==> src/rtl/comparador_serial_ctrl.sv <==
// Serial unsigned magnitude comparator: Z = (A > B).
// One comparison cell is stepped LSB first, one bit per clock.
module comparador_serial_ctrl #(
   parameter int N = 4
) (
   input  logic         clk,
   input  logic         reset,
   input  logic         start,
   input  logic         abort,
   input  logic [N-1:0] A,
   input  logic [N-1:0] B,
   output logic         busy,
   output logic         done,
   output logic         Z
);

   localparam int CW = (N > 2) ? $clog2(N) : 1;
   localparam logic [CW-1:0] LAST = CW'(N - 1);

   typedef enum logic [1:0] {
      IDLE = 2'd0,
      RUN  = 2'd1,
      DONE = 2'd2
   } state_t;

   state_t        state;
   logic [N-1:0]  a_sr;
   logic [N-1:0]  b_sr;
   logic          p;
   logic [CW-1:0] cnt;

   logic ai;
   logic bi;
   logic p_cell;
   logic accept;
   logic last_bit;

   assign ai       = a_sr[0];
   assign bi       = b_sr[0];
   // A bit wins outright if Ai>Bi; on a tie the lower bits decide.
   assign p_cell   = (ai & ~bi) | (p & ~(ai ^ bi));
   assign accept   = (state != RUN) & start & ~abort;
   assign last_bit = (cnt == LAST);

   always_ff @(posedge clk or posedge reset) begin
      if (reset) begin
         state <= IDLE;
         a_sr  <= '0;
         b_sr  <= '0;
         p     <= 1'b0;
         cnt   <= '0;
         busy  <= 1'b0;
         done  <= 1'b0;
         Z     <= 1'b0;
      end else begin
         done <= 1'b0;
         unique case (state)
            IDLE, DONE: begin
               if (accept) begin
                  a_sr  <= A;
                  b_sr  <= B;
                  p     <= 1'b0;
                  cnt   <= '0;
                  state <= RUN;
                  busy  <= 1'b1;
               end else begin
                  state <= IDLE;
                  busy  <= 1'b0;
               end
            end
            RUN: begin
               if (abort) begin
                  state <= IDLE;
                  busy  <= 1'b0;
               end else begin
                  p    <= p_cell;
                  a_sr <= a_sr >> 1;
                  b_sr <= b_sr >> 1;
                  if (last_bit) begin
                     Z     <= p_cell;
                     state <= DONE;
                     busy  <= 1'b0;
                     done  <= 1'b1;
                  end else begin
                     cnt <= cnt + 1'b1;
                  end
               end
            end
            default: begin
               state <= IDLE;
               busy  <= 1'b0;
            end
         endcase
      end
   end

endmodule

==> config.mk <==
export PLATFORM = sky130hd
export DESIGN_NAME = comparador_serial_ctrl
export DESIGN_NICKNAME = d
export VERILOG_FILES = /design/src/rtl/comparador_serial_ctrl.sv
export SDC_FILE = /design/constraint.sdc
export NUM_CORES = 1
export LEC_CHECK = 0
export CORE_UTILIZATION = 59
export CTS_CLUSTER_SIZE = 14
export DETAILED_ROUTE_END_ITERATION = 10
export DONT_BUFFER_PORTS = 1
export PLACE_DENSITY = 0.82
export SLEW_MARGIN = 20
export SYNTH_ARGS = -nofsm -noshare
export SYNTH_HDL_FRONTEND = slang
export SYNTH_SLANG_ARGS = --single-unit
==> constraint.sdc <==
create_clock -name clk -period 2.3 [get_ports clk]
set_clock_uncertainty 0.2 [all_clocks]
set_input_delay 0.345 -clock clk [delete_from_list [all_inputs] [get_ports clk]]
set_output_delay 0.345 -clock clk [all_outputs]
set_load 0.02 [all_outputs]
=== Word level (Yosys, flattened, before mapping) ===
Index checks and enable logic that the tools add are counted.

* Output and inout port bits: 3
* Logic and storage cells: 56
* Flip-flop bits (word level): 16

* Bitwise logic cells: 9
* $add $sub $neg: 1
* Muxes and demuxes: 24
* Equality and inequality tests: 8
* Reductions and logical operators: 6

{| class="wikitable"
|+ Operator list
! kind !! number
|-
| 4-bit 2-to-1 mux || 4
|-
| 4-bit case mux with 2 select lines || 2
|-
| 2-bit 2-to-1 mux || 5
|-
| 1-bit 2-to-1 mux || 9
|-
| 2-bit case mux with 2 select lines || 2
|-
| 2-bit inequality test, second input constant || 3
|-
| 3-bit AND reduction || 2
|-
| 1-bit bitwise AND || 4
|-
| 2-bit == test, second input constant || 2
|-
| 1-bit case mux with 2 select lines || 2
|-
| 4-bit AND reduction || 1
|-
| 3-bit inequality test, second input constant || 1
|-
| 1-bit NOT || 3
|-
| 2-bit by 1-bit adder with 2-bit output, second input constant || 1
|-
| 2-bit by 1-bit == test with 1-bit output, second input constant || 1
|-
| 2-bit logical NOT || 1
|-
| 2-bit by 1-bit inequality test with 1-bit output, second input constant || 1
|-
| 2-bit nonzero test || 1
|-
| 2-bit OR reduction || 1
|-
| 1-bit OR || 1
|-
| 1-bit bitwise XOR || 1
|}

=== Depth between registers and ports, before layout ===
* Word-level depth: 6
* Depth in mapped cells: 5
* Depth with buffers taken out: 5

=== Least setup slack after synthesis ===
OpenSTA, ideal clock, no wires.

* Path kind: register -> register
* From: register cnt[0]
* To: register cnt[1]
* Slack: 490 ps
* Stages on the path, launching flop included: 5
* Clock period less this slack: 1,810 ps
* Data required time: 1,975 ps
* Setup time: 125 ps
* Arrival: 1,485 ps
* Buffers on the path: 0
* Cell sequence: dfrtp_1 -> ha_1 -> or3b_4 -> a21oi_4 -> mux2_4

* Cells in the longest elaborated chain, start to end: 4

{| class="wikitable"
|+ Ends and longest elaborated chain
! item !! RTL line !! source
|-
| start, declared || 30 || <nowiki>logic [CW-1:0] cnt;</nowiki>
|-
| start signal, assigned || 85 || <nowiki>cnt <= cnt + 1'b1;</nowiki>
|-
| 2-bit by 1-bit adder with 2-bit output || 85 ||
|-
| 2-bit 2-to-1 mux || 79 || <nowiki>if (last_bit) begin</nowiki>
|-
| 2-bit 2-to-1 mux || 72 || <nowiki>if (abort) begin</nowiki>
|-
| 2-bit case mux with 2 select lines || 57 || <nowiki>unique case (state)</nowiki>
|}

Parallel ways exist; a longest one is shown, timed or not. The select of a mux whose other input is x is not followed.
A chain may end at the register's enable or synchronous reset.

=== Worst setup path after layout ===
* From: register state[1]
* To: register b_sr[2]

* Cells in the longest elaborated chain, start to end: 5

{| class="wikitable"
|+ Ends and longest elaborated chain
! item !! RTL line !! source
|-
| start, declared || 26 || <nowiki>state_t state;</nowiki>
|-
| start signal, assigned || 47 || <nowiki>state <= IDLE;</nowiki>
|-
| start signal, assigned || 64 || <nowiki>state <= RUN;</nowiki>
|-
| start signal, assigned || 67 || <nowiki>state <= IDLE;</nowiki>
|-
| 2-bit by 1-bit inequality test with 1-bit output || 42 || <nowiki>assign accept = (state != RUN) & start & ~abort;</nowiki>
|-
| 1-bit bitwise AND (2 in series) || 42 ||
|-
| 2-bit inequality test (no line) || -- ||
|-
| 3-bit AND reduction (no line) || -- ||
|-
| end signal, assigned || 78 || <nowiki>b_sr <= b_sr >> 1;</nowiki>
|-
| end, declared || 28 || <nowiki>logic [N-1:0] b_sr;</nowiki>
|}

Parallel ways exist; a longest one is shown, timed or not.

==> impl_metrics.yaml <==
grt:
  grt_pass1_vias: 506
  antenna_found_initial: 0
  grt_first_pass_wirelength_um: 2187
  grtUsageTotal_pct: 21.33
  overflow: 0
  grt_max_degree: 17
sta:
  max_freq_ghz: 0.5147
  max_slew_margin_pct: 60.51
  period_share_pct: 84.47
  worst-slew-pin-transition_ns: 0.5916
  setup_viol: 0
  hold_violations: 0
  rsz0062_at_grt: "false"
  tns_ns: 0
  final_max_slew_viol_count: 0
  period_needed_ns: 1.943
cts:
  htreeDepth: 1
  cts_tree: "done"
  clkTransAtPathRegs_ns: 0.10
  clk_latency_ns: 0.28
  cts_root_buffer: "clkbuf_4"
  cts_buffer_depth: 2
  post-cts-setup-buffers: 0
  cts_num_sinks: 16
  cts_made_buffers: 3
synthesis:
  synth_top_cell_by_area: "dfrtp_1"
  syn-cell-area_um2: 867.1
  yosysUniqueCellTypes: 25
  synth_area_per_cell_um2: 12.57
  synth_warnings: 0
  syn_nets: 83
  ys_seq_elements: 16
  synthTopCellsByArea: "dfrtp_1 46%, mux2_4 19%, a21oi_4 3.8%, ha_1 2.9%, buf_6 2.6%"
  ys_seq_area_share_pct: 46.18
  yosys.area.top_type_share_pct: 46.18
  syn_inst: 69
power_and_ir_drop:
  p_total_uw: 741.1
  p_leak_nw: 0.4391
  p_per_area_nw_per_um2: 801.5
  vdd_drop_max_v: 0.0004233
route:
  wl_per_cell_um: 15.99
  drtAntennaViolNets: 0
  vias_per_cell: 5.909
  vias: 520
  drtIter0Drc: 14
  drc_errors: 0
  routed_wl_um: 1407
  drtPass1Iterations: 4
floorplan:
  fp-row-count: 13
  io_pins: 15
  dieArea_um2: 1627
  die_width_um: 40.34
  die_h_um: 40.34
  initial_core_util_pct: 65.01
  core-area_um2: 1334
layout:
  n_fill_cell: 94
  layout_common_cells: "16 x dfrtp_1, 11 x mux2_4, 5 x inv_1"
  layout.nets: 88
  drive_gt1_share_pct: 28.77
  antenna_cells: 0
  layout_commonest_cell: "dfrtp_1"
  utilization_pct: 69.32
  synthToLayoutAreaGrowth_pct: 6.638
critical_path:
  cp_data_required_time_ns: 2.27
  critical_path_class: "reg2reg"
  start_kind: "flip-flop"
  crit_family: "flip-flops"
  crit_chain: "nand2b_1 -> a21oi_4 -> mux2_4"
  slowest_delay_ns: 0.45
  cp_max_fo: 10
  crit_buf_inv: 0
  crit_arrival_ns: 1.91
  end_kind: "flip-flop"
  critical-path-slowest-cell: "dfrtp_1"
run_status:
  status: "finished clean"
placement:
  place.port_buffers: 0
  place_congestion: 0.6962
  dp_hpwl_um: 1053
min_path:
  hp-class: "in2reg"
run:
  maxCapViolCount: 0
-- timing repair --
action | 4_1_cts | 5_1_grt
endpoints found under the setup margin | 0 | 0
gates resized for setup | 0 | 0
hold buffers | 2 | 1
hold endpoints to repair | 18 | 1
-- state kept, by name, summed over array words and instances (netlist names) --
name	count
b_sr	4
a_sr	4
state	2
p	1
Z	1
done	1
busy	1
cnt	2
-- path summary, 6_finish.rpt --
path,startpoint,endpoint,slack (ns),cells after the start
hold reg to reg,b_sr[1],b_sr[1],0.32,1
min in group asynchronous,reset,busy,0.37,2
max in group asynchronous,reset,p,1.14,2
setup / recovery,state[1],b_sr[2],0.36,3
setup reg to reg,state[1],b_sr[2],0.36,3
hold / removal,abort,busy,0.01,1
-- final cells by class --
cell class,instances,area (um^2),share of cell area [%]
Inverter,5,18.77,2.030
Timing Repair Buffer,3,30.03,3.248
Sequential cell,16,400.4,43.30
Tap cell,15,18.77,2.030
Clock buffer,4,36.28,3.924
Multi-Input combinational cell,45,420.4,45.47
-- per-layer routing --
layer / track usage [%] / wire length [um] / vias up
met5: 0 / 0 / -
met4: 7.500 / 18 / 0
met3: 6.667 / 76 / 2
met2: 32.94 / 670 / 10
met1: 28.01 / 641 / 258
li1: - / - / 250
-- cell families (layout without fill, tap and decap cells) --
kind of cell / Yosys count / count (layout) / share of synthesized area [%]
AND/OR/NAND/NOR: 16 / 16 / 11.54
AO/OA/AOI/OAI: 14 / 14 / 12.70
flip-flops: 16 / 16 / 46.18
multiplexers: 13 / 13 / 21.36
buffers and inverters: 8 / 12 / 5.339
adder cells (fa/ha/maj): 2 / 2 / 2.886
-- through the flow --
| stage | worst slack, ns | hold slack, ns | instances | cell area (um^2) |
|---|---|---|---|---|
| 2_1_floorplan | 0.4902 | 0.05874 | 69 | 867.1 |
| 4_1_cts | 0.3551 | 0.008624 | 87 | 914.6 |
| 3_5_place_dp | 0.3736 | 0.1260 | 81 | 858.3 |
| 5_1_grt | 0.2487 | 0.004871 | 88 | 924.6 |
| 3_3_place_gp | 0.3999 | 0.1284 | 81 | 858.3 |
| 6_report | 0.3571 | 0.01008 | 88 | 924.6 |
-- cells in the mapped netlist --
cell      count
o21a_1        1
nand2b_2      1
and4bb_2      1
nor2_1        3
dfrtp_1      16
o41a_1        1
buf_6         2
a21o_2        1
a21oi_1       2
nor4bb_1      1
nand2b_1      1
or3b_4        1
mux2i_1       2
o21ai_1       3
nand2_1       4
a21oi_4       2
inv_1         5
ha_1          2
mux2_4       11
a211o_1       1
buf_2         1
a31oi_1       1
o21ai_0       2
nor2b_1       3
nor4_1        1
-- power breakdown --
| group | internal (mW) | total [mW] | switching [mW] |
|---|---|---|---|
| clock | 0.0962 | 0.182 | 0.0861 |
| combinational | 0.104 | 0.173 | 0.0687 |
| sequential | 0.338 | 0.386 | 0.0481 |
Power figures use the tool's default switching activity.
